<file path="src/rtl/alu_sched_pkg.sv">
// Shared types and widths for the ALU scheduler.
//   - state_e  : scheduler FSM states
//   - alu_op_e : opcode map understood by alu_cskpa (the scheduler never decodes it)
//   - cmd_t    : one registered command (opcode + two operands)
package alu_sched_pkg;

    localparam int unsigned OpcodeW  = 4;
    localparam int unsigned OperandW = 32;
    localparam int unsigned ProductW = 64;

    typedef enum logic [1:0] {
        StIdle,
        StExec,
        StResp
    } state_e;

    typedef enum logic [3:0] {
        OpAdd   = 4'd0,
        OpSub   = 4'd1,
        OpAnd   = 4'd2,
        OpOr    = 4'd3,
        OpXor   = 4'd4,
        OpNor   = 4'd5,
        OpXnor  = 4'd6,
        OpNot   = 4'd7,
        OpSll   = 4'd8,
        OpSrl   = 4'd9,
        OpSra   = 4'd10,
        OpSlt   = 4'd11,
        OpSltu  = 4'd12,
        OpInc   = 4'd13,
        OpDec   = 4'd14,
        OpPassB = 4'd15
    } alu_op_e;

    typedef struct packed {
        logic [OpcodeW-1:0]  opcode;
        logic [OperandW-1:0] op1;
        logic [OperandW-1:0] op2;
    } cmd_t;

endpackage

</file>
<file path="src/rtl/alu_sched_if.sv">
// Request/response bundle between two requesters, the scheduler and the consumer.
//   req0_* / req1_* : valid/ready command channels (opcode, op1, op2)
//   rsp_*           : valid/ready response channel (id, result, carry, product)
// Modports: master = requesters + consumer side, slave = scheduler side.
interface alu_sched_if;
    import alu_sched_pkg::*;

    logic                req0_valid;
    logic                req0_ready;
    logic [OpcodeW-1:0]  req0_opcode;
    logic [OperandW-1:0] req0_op1;
    logic [OperandW-1:0] req0_op2;

    logic                req1_valid;
    logic                req1_ready;
    logic [OpcodeW-1:0]  req1_opcode;
    logic [OperandW-1:0] req1_op1;
    logic [OperandW-1:0] req1_op2;

    logic                rsp_valid;
    logic                rsp_ready;
    logic                rsp_id;
    logic [OperandW-1:0] rsp_result;
    logic                rsp_carry;
    logic [ProductW-1:0] rsp_product;

    modport master (
        output req0_valid, req0_opcode, req0_op1, req0_op2,
        output req1_valid, req1_opcode, req1_op1, req1_op2,
        output rsp_ready,
        input  req0_ready, req1_ready,
        input  rsp_valid, rsp_id, rsp_result, rsp_carry, rsp_product
    );

    modport slave (
        input  req0_valid, req0_opcode, req0_op1, req0_op2,
        input  req1_valid, req1_opcode, req1_op1, req1_op2,
        input  rsp_ready,
        output req0_ready, req1_ready,
        output rsp_valid, rsp_id, rsp_result, rsp_carry, rsp_product
    );

endinterface

</file>
<file path="src/rtl/alu_cskpa.sv">
// Combinational 32-bit ALU built around a 4-bit-block carry-skip adder, plus a
// full 32x32->64 unsigned multiplier that is always active.
//   opcode_i    : alu_op_e encoding
//   op1_i/op2_i : operands
//   result_o    : 32-bit result
//   carry_out_o : adder carry-out for add/sub/inc/dec, 0 otherwise
//   product_o   : op1_i * op2_i (unsigned, 64 bits)
module alu_cskpa
    import alu_sched_pkg::*;
(
    input  logic [OpcodeW-1:0]  opcode_i,
    input  logic [OperandW-1:0] op1_i,
    input  logic [OperandW-1:0] op2_i,
    output logic [OperandW-1:0] result_o,
    output logic                carry_out_o,
    output logic [ProductW-1:0] product_o
);

    localparam int unsigned BlkW   = 4;
    localparam int unsigned NumBlk = OperandW / BlkW;

    alu_op_e             op;
    logic [4:0]          shamt;
    logic [OperandW-1:0] add_x, add_y, add_p, add_g, add_sum;
    logic [OperandW:0]   add_c;
    logic                add_cin;

    assign op    = alu_op_e'(opcode_i);
    assign shamt = op2_i[4:0];

    // Sub is a + ~b + 1, so carry-out is the "no borrow" flag; dec adds all-ones.
    always_comb begin
        add_x   = op1_i;
        add_y   = op2_i;
        add_cin = 1'b0;
        case (op)
            OpSub: begin
                add_y   = ~op2_i;
                add_cin = 1'b1;
            end
            OpInc: begin
                add_y   = '0;
                add_cin = 1'b1;
            end
            OpDec: add_y = '1;
            default: ;
        endcase
    end

    // Ripple inside each block; a fully-propagating block forwards its carry-in.
    always_comb begin
        add_p    = add_x ^ add_y;
        add_g    = add_x & add_y;
        add_c    = '0;
        add_c[0] = add_cin;
        for (int blk = 0; blk < NumBlk; blk++) begin
            for (int i = 0; i < BlkW; i++) begin
                add_c[blk*BlkW + i + 1] = add_g[blk*BlkW + i]
                                        | (add_p[blk*BlkW + i] & add_c[blk*BlkW + i]);
            end
            if (&add_p[blk*BlkW +: BlkW]) begin
                add_c[(blk+1)*BlkW] = add_c[blk*BlkW];
            end
        end
        add_sum = add_p ^ add_c[OperandW-1:0];
    end

    always_comb begin
        result_o    = '0;
        carry_out_o = 1'b0;
        unique case (op)
            OpAdd, OpSub, OpInc, OpDec: begin
                result_o    = add_sum;
                carry_out_o = add_c[OperandW];
            end
            OpAnd:   result_o = op1_i & op2_i;
            OpOr:    result_o = op1_i | op2_i;
            OpXor:   result_o = op1_i ^ op2_i;
            OpNor:   result_o = ~(op1_i | op2_i);
            OpXnor:  result_o = ~(op1_i ^ op2_i);
            OpNot:   result_o = ~op1_i;
            OpSll:   result_o = op1_i << shamt;
            OpSrl:   result_o = op1_i >> shamt;
            OpSra:   result_o = $signed(op1_i) >>> shamt;
            OpSlt:   result_o = {{(OperandW-1){1'b0}}, $signed(op1_i) < $signed(op2_i)};
            OpSltu:  result_o = {{(OperandW-1){1'b0}}, op1_i < op2_i};
            OpPassB: result_o = op2_i;
            default: result_o = '0;
        endcase
    end

    assign product_o = {{(ProductW-OperandW){1'b0}}, op1_i}
                     * {{(ProductW-OperandW){1'b0}}, op2_i};

endmodule

</file>
<file path="src/rtl/alu_sched.sv">
// Two-requester scheduler in front of one shared alu_cskpa.
// A command is granted in IDLE, held in registers for EXEC_CYCLES cycles while
// the ALU settles, captured, and presented on the response channel until taken.
//   clk, rst_n : clock, asynchronous active-low reset
//   bus        : alu_sched_if.slave (req0/req1 command channels, rsp channel)
//   busy_o     : high whenever the FSM is not idle
// Parameter EXEC_CYCLES (1..15): cycles the ALU inputs are held before capture.
// Optional macro ALU_SCHED_RR_EN: round-robin on contention; otherwise
// requester 0 has fixed priority.
module alu_sched
    import alu_sched_pkg::*;
#(
    parameter int unsigned EXEC_CYCLES = 2
) (
    input  logic       clk,
    input  logic       rst_n,
    alu_sched_if.slave bus,
    output logic       busy_o
);

    localparam logic [3:0] CntLoad = 4'(EXEC_CYCLES - 1);

    state_e              state_q, state_d;
    logic [3:0]          cnt_q, cnt_d;
    logic                last_q, last_d;
    cmd_t                cmd_q, cmd_d;
    logic                id_q, id_d;
    logic [OperandW-1:0] rsp_result_q, rsp_result_d;
    logic                rsp_carry_q, rsp_carry_d;
    logic [ProductW-1:0] rsp_product_q, rsp_product_d;

    logic                any_valid, grant1, ready0, ready1;
    logic [OperandW-1:0] alu_result;
    logic                alu_carry;
    logic [ProductW-1:0] alu_product;

    assign any_valid = bus.req0_valid | bus.req1_valid;

`ifdef ALU_SCHED_RR_EN
    // On contention the requester that was not granted last wins.
    assign grant1 = bus.req1_valid & (~bus.req0_valid | ~last_q);
`else
    assign grant1 = bus.req1_valid & ~bus.req0_valid;
`endif

    always_comb begin
        state_d       = state_q;
        cnt_d         = cnt_q;
        last_d        = last_q;
        cmd_d         = cmd_q;
        id_d          = id_q;
        rsp_result_d  = rsp_result_q;
        rsp_carry_d   = rsp_carry_q;
        rsp_product_d = rsp_product_q;
        ready0        = 1'b0;
        ready1        = 1'b0;
        unique case (state_q)
            StIdle: begin
                if (any_valid) begin
                    ready0  = ~grant1;
                    ready1  = grant1;
                    cmd_d   = grant1 ? '{opcode: bus.req1_opcode, op1: bus.req1_op1,
                                         op2: bus.req1_op2}
                                     : '{opcode: bus.req0_opcode, op1: bus.req0_op1,
                                         op2: bus.req0_op2};
                    id_d    = grant1;
                    last_d  = grant1;
                    cnt_d   = CntLoad;
                    state_d = StExec;
                end
            end
            StExec: begin
                if (cnt_q == '0) begin
                    rsp_result_d  = alu_result;
                    rsp_carry_d   = alu_carry;
                    rsp_product_d = alu_product;
                    state_d       = StResp;
                end else begin
                    cnt_d = cnt_q - 4'd1;
                end
            end
            StResp: begin
                if (bus.rsp_ready) begin
                    state_d = StIdle;
                end
            end
            default: state_d = StIdle;
        endcase
    end

    always_ff @(posedge clk or negedge rst_n) begin
        if (!rst_n) begin
            state_q       <= StIdle;
            cnt_q         <= '0;
            last_q        <= 1'b1;
            cmd_q         <= '0;
            id_q          <= 1'b0;
            rsp_result_q  <= '0;
            rsp_carry_q   <= 1'b0;
            rsp_product_q <= '0;
        end else begin
            state_q       <= state_d;
            cnt_q         <= cnt_d;
            last_q        <= last_d;
            cmd_q         <= cmd_d;
            id_q          <= id_d;
            rsp_result_q  <= rsp_result_d;
            rsp_carry_q   <= rsp_carry_d;
            rsp_product_q <= rsp_product_d;
        end
    end

    // ALU sees only the registered command so its inputs are stable through EXEC.
    alu_cskpa u_alu (
        .opcode_i    (cmd_q.opcode),
        .op1_i       (cmd_q.op1),
        .op2_i       (cmd_q.op2),
        .result_o    (alu_result),
        .carry_out_o (alu_carry),
        .product_o   (alu_product)
    );

    // Ready is combinational from IDLE, so gate it with reset explicitly.
    assign bus.req0_ready  = ready0 & rst_n;
    assign bus.req1_ready  = ready1 & rst_n;
    assign bus.rsp_valid   = (state_q == StResp);
    assign bus.rsp_id      = id_q;
    assign bus.rsp_result  = rsp_result_q;
    assign bus.rsp_carry   = rsp_carry_q;
    assign bus.rsp_product = rsp_product_q;
    assign busy_o          = (state_q != StIdle);

endmodule

</file>
<file path="src/flat_wrapper.sv">
// flat-port wrapper written by rule: the top's interface ports become plain ports
module alu_sched_flat import alu_sched_pkg::*;
#(
    parameter int unsigned EXEC_CYCLES = 2
)
  (clk, rst_n, busy_o, bus_req0_valid, bus_req0_opcode, bus_req0_op1, bus_req0_op2, bus_req1_valid, bus_req1_opcode, bus_req1_op1, bus_req1_op2, bus_rsp_ready, bus_req0_ready, bus_req1_ready, bus_rsp_valid, bus_rsp_id, bus_rsp_result, bus_rsp_carry, bus_rsp_product);
  alu_sched_if bus_i ();
  input  logic clk;
  input  logic rst_n;
  output logic busy_o;
  input wire logic [$bits(bus_i.req0_valid)-1:0] bus_req0_valid;
  input wire logic [$bits(bus_i.req0_opcode)-1:0] bus_req0_opcode;
  input wire logic [$bits(bus_i.req0_op1)-1:0] bus_req0_op1;
  input wire logic [$bits(bus_i.req0_op2)-1:0] bus_req0_op2;
  input wire logic [$bits(bus_i.req1_valid)-1:0] bus_req1_valid;
  input wire logic [$bits(bus_i.req1_opcode)-1:0] bus_req1_opcode;
  input wire logic [$bits(bus_i.req1_op1)-1:0] bus_req1_op1;
  input wire logic [$bits(bus_i.req1_op2)-1:0] bus_req1_op2;
  input wire logic [$bits(bus_i.rsp_ready)-1:0] bus_rsp_ready;
  output wire logic [$bits(bus_i.req0_ready)-1:0] bus_req0_ready;
  output wire logic [$bits(bus_i.req1_ready)-1:0] bus_req1_ready;
  output wire logic [$bits(bus_i.rsp_valid)-1:0] bus_rsp_valid;
  output wire logic [$bits(bus_i.rsp_id)-1:0] bus_rsp_id;
  output wire logic [$bits(bus_i.rsp_result)-1:0] bus_rsp_result;
  output wire logic [$bits(bus_i.rsp_carry)-1:0] bus_rsp_carry;
  output wire logic [$bits(bus_i.rsp_product)-1:0] bus_rsp_product;
  assign bus_i.req0_valid = bus_req0_valid;
  assign bus_i.req0_opcode = bus_req0_opcode;
  assign bus_i.req0_op1 = bus_req0_op1;
  assign bus_i.req0_op2 = bus_req0_op2;
  assign bus_i.req1_valid = bus_req1_valid;
  assign bus_i.req1_opcode = bus_req1_opcode;
  assign bus_i.req1_op1 = bus_req1_op1;
  assign bus_i.req1_op2 = bus_req1_op2;
  assign bus_i.rsp_ready = bus_rsp_ready;
  assign bus_req0_ready = bus_i.req0_ready;
  assign bus_req1_ready = bus_i.req1_ready;
  assign bus_rsp_valid = bus_i.rsp_valid;
  assign bus_rsp_id = bus_i.rsp_id;
  assign bus_rsp_result = bus_i.rsp_result;
  assign bus_rsp_carry = bus_i.rsp_carry;
  assign bus_rsp_product = bus_i.rsp_product;
  alu_sched #(.EXEC_CYCLES(EXEC_CYCLES)) u_core (.clk(clk), .rst_n(rst_n), .bus(bus_i), .busy_o(busy_o));
endmodule
</file>
<file path="config.mk">
export PLATFORM = sky130hd
export DESIGN_NAME = alu_sched_flat
export DESIGN_NICKNAME = d
export VERILOG_FILES = /design/src/rtl/alu_sched_pkg.sv /design/src/rtl/alu_sched_if.sv /design/src/rtl/alu_cskpa.sv /design/src/rtl/alu_sched.sv /design/src/flat_wrapper.sv
export SDC_FILE = /design/constraint.sdc
export NUM_CORES = 2
export LEC_CHECK = 0
export CORE_ASPECT_RATIO = 1.25
export CORE_UTILIZATION = 55
export DETAILED_ROUTE_END_ITERATION = 6
export GPL_TIMING_DRIVEN = 0
export PLACE_DENSITY = 0.76
export SLEW_MARGIN = 20
export SYNTH_ARGS = -nofsm -noshare
export SYNTH_HDL_FRONTEND = slang
export SYNTH_SLANG_ARGS = --single-unit
</file>
<file path="constraint.sdc">
create_clock -name clk -period 22.4 [get_ports clk]
set_input_delay 4.48 -clock clk [delete_from_list [all_inputs] [get_ports clk]]
set_output_delay 4.48 -clock clk [all_outputs]
set_load 0.05 [all_outputs]
</file>
# == Word-level counts from Yosys, hierarchy flattened ==
# Index checks and enable logic that the tools add are counted.
# classes
n_mux,24
add_sub_neg,1
reduce_logical,19
n_mul,1
magnitude_cmp,2
n_eq_ne,21
n_bitwise,80
shift,3
# op_table
op,count
$pmux 32 s13,1
$not 32->32,4
$pmux 32 s3,1
$xor 32x32->32,3
$mux 68,1
$and 32x32->32,2
$lt 32x32->1,2
$mul 32x32->64,1
$and 1x1->1,35
$or 1x1->1,33
$eq 4x4->1 const B,8
$or 32x32->32,1
$reduce_and 4->1,8
$shl 32x5->32,1
$shr 32x5->32,1
$sshr 32x5->32,1
$eq 4x3->1 const B,4
$mux 1,14
$eq 4x2->1 const B,2
$logic_not 4->1,2
$mux 4,2
$pmux 4 s2,1
$mux 2,3
$pmux 2 s3,1
other kinds (13),19
# totals
wordCells,160
regBits,172

# == Depth between registers and ports, before layout ==
# depth
ltp_word,76
ltp_mapped,53

# == Cells and area by module ==
# A second synthesis with hierarchy kept.
# unflattened
cells_unflattened,5673
hier_area_um2,48664.2
# by_module_without_submodules
module,seq_area_each_um2,area_per_inst_um2,instances,cells_per_inst
alu_cskpa,0.0,41384.7,1,5137
alu_sched,4304.1,7279.5,1,536

# == Least setup slack after synthesis ==
# OpenSTA, ideal clock, no wires.
# synth_timing
path_kind,reg-to-reg
start,register u_core.cmd_q[0] (netlist bit)
end,"register u_core.rsp_result_q[31], in the netlist u_core.bus.rsp_result[31]"
slack_ps,5339
setup_ps,134
path_buffers,4
arrival_time_ps,16927
stages_incl_launch_ff,53
cell_sequence,dfrtp_1 > buf_2 > clkbuf_1 > clkbuf_1 > clkbuf_1 > a211o_1 > inv_1 > fa_1 > fa_1 > fa_1 > fa_1 > a41oi_1 > a31oi_1 > fa_1 > fa_1 > fa_1 > fa_1 > and2_1 > [17 not listed] > mux2_2 > fa_1 > fa_1 > fa_1 > fa_1 > mux2_2 > fa_1 > fa_1 > fa_1 > fa_1 > mux2_2 > fa_1 > fa_1 > fa_1 > fa_1 > nor2_1 > a2111oi_0 > o21ai_0
# synth_between
elab_chain_len,74
elab_cells_between_ends,79
classes_between,shift: 3; mux: 9; bitwise: 66; reduce/logical: 1
# synth_rtl
element,line,source
"start, declared",alu_sched.sv:26,"cmd_t cmd_q, cmd_d;"
"start signal, assigned",alu_sched.sv:105,cmd_q <= cmd_d;
$not 32->32,alu_cskpa.sv:38,add_y = ~op2_i;
$pmux 32 s3,alu_cskpa.sv:36,case (op)
$xor 32x32->32,alu_cskpa.sv:52,add_p = add_x ^ add_y;
$and 1x1->1,alu_cskpa.sv:59,| (add_p[blk*BlkW + i] & add_c[blk*BlkW + i]);
$or 1x1->1,alu_cskpa.sv:59,
$and 1x1->1,alu_cskpa.sv:59,
$or 1x1->1,alu_cskpa.sv:59,
$and 1x1->1,alu_cskpa.sv:59,
[58 not listed],-,
$and 1x1->1,alu_cskpa.sv:59,
$or 1x1->1,alu_cskpa.sv:59,
$and 1x1->1,alu_cskpa.sv:59,
$or 1x1->1,alu_cskpa.sv:59,
$and 1x1->1,alu_cskpa.sv:59,
$or 1x1->1,alu_cskpa.sv:59,
$xor 32x32->32,alu_cskpa.sv:65,add_sum = add_p ^ add_c[OperandW-1:0];
$pmux 32 s13 (*),alu_cskpa.sv:71,unique case (op)
"end signal, assigned",alu_sched.sv:107,rsp_result_q <= rsp_result_d;
"end, declared",alu_sched.sv:28,"logic [OperandW-1:0] rsp_result_q, rsp_result_d;"
# Every way passes the cells marked *; elsewhere a longest branch is shown, timed or not.
# A chain may end at the register's enable or synchronous reset.

# == Final worst setup path ==
# Ends and elaborated chain as after synthesis.

==> flow_metrics.tcl <==
set metrics [dict create \
    worstPathArrival_ps 20470 \
    synth.avg_cell_area_um2 8.32 \
    fp.coreArea_um2 85900 \
    grtUsageTotal_pct 54.7 \
    synth-edff-count 0 \
    final.setup_skew_ps 29.9 \
    hold_viol 0 \
    root_buffer "clkbuf_16" \
    placement_rows 120 \
    clk_pin_slew_ps 100 \
    clock-sinks 172 \
    max_freq_mhz 49.8 \
    io_pins 243 \
    clockBufferDepth 2 \
    cts_hold_buf 0 \
    ant_nets 0 \
    finish.utilization_pct 61.2 \
    die_y_um 332 \
    post_cts_resized 0 \
    worstHoldPathType "reg2reg" \
    min_period_ps 20080 \
    routedWlPerCell_um 32.9 \
    critical_path_class "reg2reg" \
    violations "DRC" \
    nets 7478 \
    initial_utilization_pct 55.7 \
    dp_hpwl_mm 191 \
    setup_viol 0 \
    netlist_area_um2 47800 \
    cpMostUsedCell "fa_1" \
    startpoint_type "flip-flop" \
    die_w_um 266 \
    drcViolationCount 8 \
    clk_latency_ps 550 \
    portBuffers 242 \
    synth.distinct_cells 77 \
    fin_tns_setup_ps 0 \
    final_max_slew_viol_count 0 \
    tightest_slew_ps 1360 \
    antenna_found_initial 17 \
    path_buf_inv 5 \
    synthCells 5748 \
    cp.required_ps 22790 \
    cts_buffers 17 \
    drt_iter0_drc 5844 \
    seq_area_frac_synth_pct 9.00 \
    vias 46054 \
    grt_pass1_vias 46934 \
    setup_slack_ps 2320 \
    placed_area_um2 51900 \
    cts_htree_levels 4 \
    dr.pass1.iters 7 \
    run_status "finished, violations left" \
    synth_fp_nets 7211 \
    path_delay_family "adder cells" \
    tritoncts "built" \
    place_congestion 1.13 \
    slowest_stage "a2111oi_0" \
    die_area_um2 88200 \
    vias_per_cell 6.40 \
    preCtsSetupSlack_ps 2690 \
    critPathMaxFanout 10 \
    drive_gt1_share_pct 2.31 \
    synthToLayoutAreaGrowth_pct 9.79 \
    fin_crit_sh_pct 89.7 \
    postCtsSetupBuffers 0 \
    rsz0062_at_grt "false" \
    final_area_um2 52500 \
    maxCapViolCount 0 \
    slowest_delay_ps 690 \
    grt_pass1_wl_mm 335 \
    ys_dominant_reg_cell "dfrtp_1" \
    overflow 0 \
    max-slew-margin-rel_pct 9.04 \
    grt_max_degree 88 \
    ys_async_sr_fraction_pct 100 \
    wirelength_mm 237 \
    ys_warn_count 0 \
    end_kind "flip-flop" \
    synth-seq-cells 172 \
]
## registers in the layout (all words and copies together) (netlist names)
signal                  count
u_core.cmd_q               68
u_core.bus.rsp_product     64
u_core.bus.rsp_result      32
u_core.cnt_q                4
u_core.state_q              2
u_core.bus.rsp_carry        1
u_core.bus.rsp_id           1
## worst reg2reg max path, delay by kind of cell, from the launching register on
kind	cells	cell delay, ps
and+or+nand+nor	5	680
muxes	3	960
buffers and inverters	5	2260
AOI/OAI and AO/OA	7	1740
DFF	1	620
adders and majority gates	32	13680
## metal layers
metal / share of wire, % / vias up / wire length, µm / global-route usage [%]
met1: 32 / 22693 / 76100 / 62.1
met4: 12 / 14 / 28100 / 50.6
met3: 15 / 1291 / 34800 / 22.2
li1: - / 18210 / - / -
met2: 41 / 3846 / 97600 / 78.2
met5: 0.094 / - / 222 / 0
## worst paths after layout
kind	from	to	slack, ps	cells after the start
min reg2reg	u_core.bus.rsp_product[33]$_DFFE_PN0P_	u_core.bus.rsp_product[33]$_DFFE_PN0P_	470	2
max in group asynchronous	rst_n	u_core.bus.rsp_product[31]$_DFFE_PN0P_	17730	2
max	u_core.cmd_q[0]$_DFFE_PN0P_	u_core.bus.rsp_result[31]$_DFFE_PN0P_	2320	52
min in group asynchronous	rst_n	u_core.bus.rsp_result[30]$_DFFE_PN0P_	3810	1
min	u_core.bus.rsp_product[33]$_DFFE_PN0P_	u_core.bus.rsp_product[33]$_DFFE_PN0P_	470	2
max reg2reg	u_core.cmd_q[0]$_DFFE_PN0P_	u_core.bus.rsp_result[31]$_DFFE_PN0P_	2320	52
## cell type report
cell class | count | area [µm²]
Antenna cell | 9 | 22.5
Tap cell | 1159 | 1450
Clock inverter | 12 | 141
Inverter | 1115 | 4190
Multi-Input combinational cell | 4092 | 38000
Timing Repair Buffer | 248 | 2560
Fill cell | 7824 | 33400
Sequential cell | 172 | 4300
Buffer | 369 | 1440
Clock buffer | 20 | 467
## cell families after synthesis
| family | synth area share [%] |
|---|---|
| fa+ha+maj | 49.1 |
| buf+inv | 11.7 |
| flops | 9.00 |
| compound gates | 10.4 |
| mux | 3.72 |
| simple gates | 14.5 |
| xor+xnor | 1.57 |
## placed cells by master (no fill, tap or decap), drive strengths merged, types with 15 or more instances in the layout
cell and n:
inv 1109, nand2 1051, fa 928, nor2 462
ha 394, o21ai 344, clkbuf 277, clkdlybuf4s50 241
dfrtp 172, a21oi 161, mux2i 135, buf 119
xor2 49, a22oi 44, a211o 38, xnor2 37
nand2b 34, nand3 30, nor3 30, a21o 29
nand4 25, o21bai 24, a221oi 23, a31oi 19
a211oi 18, o211ai 17, nor2b 15, clkinv 15
o31ai 15
## Yosys cell counts (24+ instances only)
library cell,instances,area (µm²)
a211o_1,38,333
a21o_1,29,218
a21oi_1,160,801
a22oi_1,44,330
buf_1,96,360
clkbuf_1,254,953
dfrtp_1,172,4300
fa_1,928,18600
ha_1,394,4930
inv_1,1096,4110
mux2i_1,135,1350
nand2_1,1051,3950
nand2b_1,34,213
nand3_1,30,150
nand4_1,24,150
nor2_1,462,1730
nor3_1,30,150
o21ai_0,324,1620
o21bai_1,24,180
xnor2_1,37,324
xor2_1,49,429
## stage by stage
step	hold slack [ps]	cells
after floorplan	466	5748
after global placement	452	7149
after detailed placement	459	7155
after CTS	476	7187
after global routing	492	7187
final	473	7196
Power is left out: the tool's default activity adds up to more than one toggle a clock period on the data nets, which glitch-free logic cannot reach.
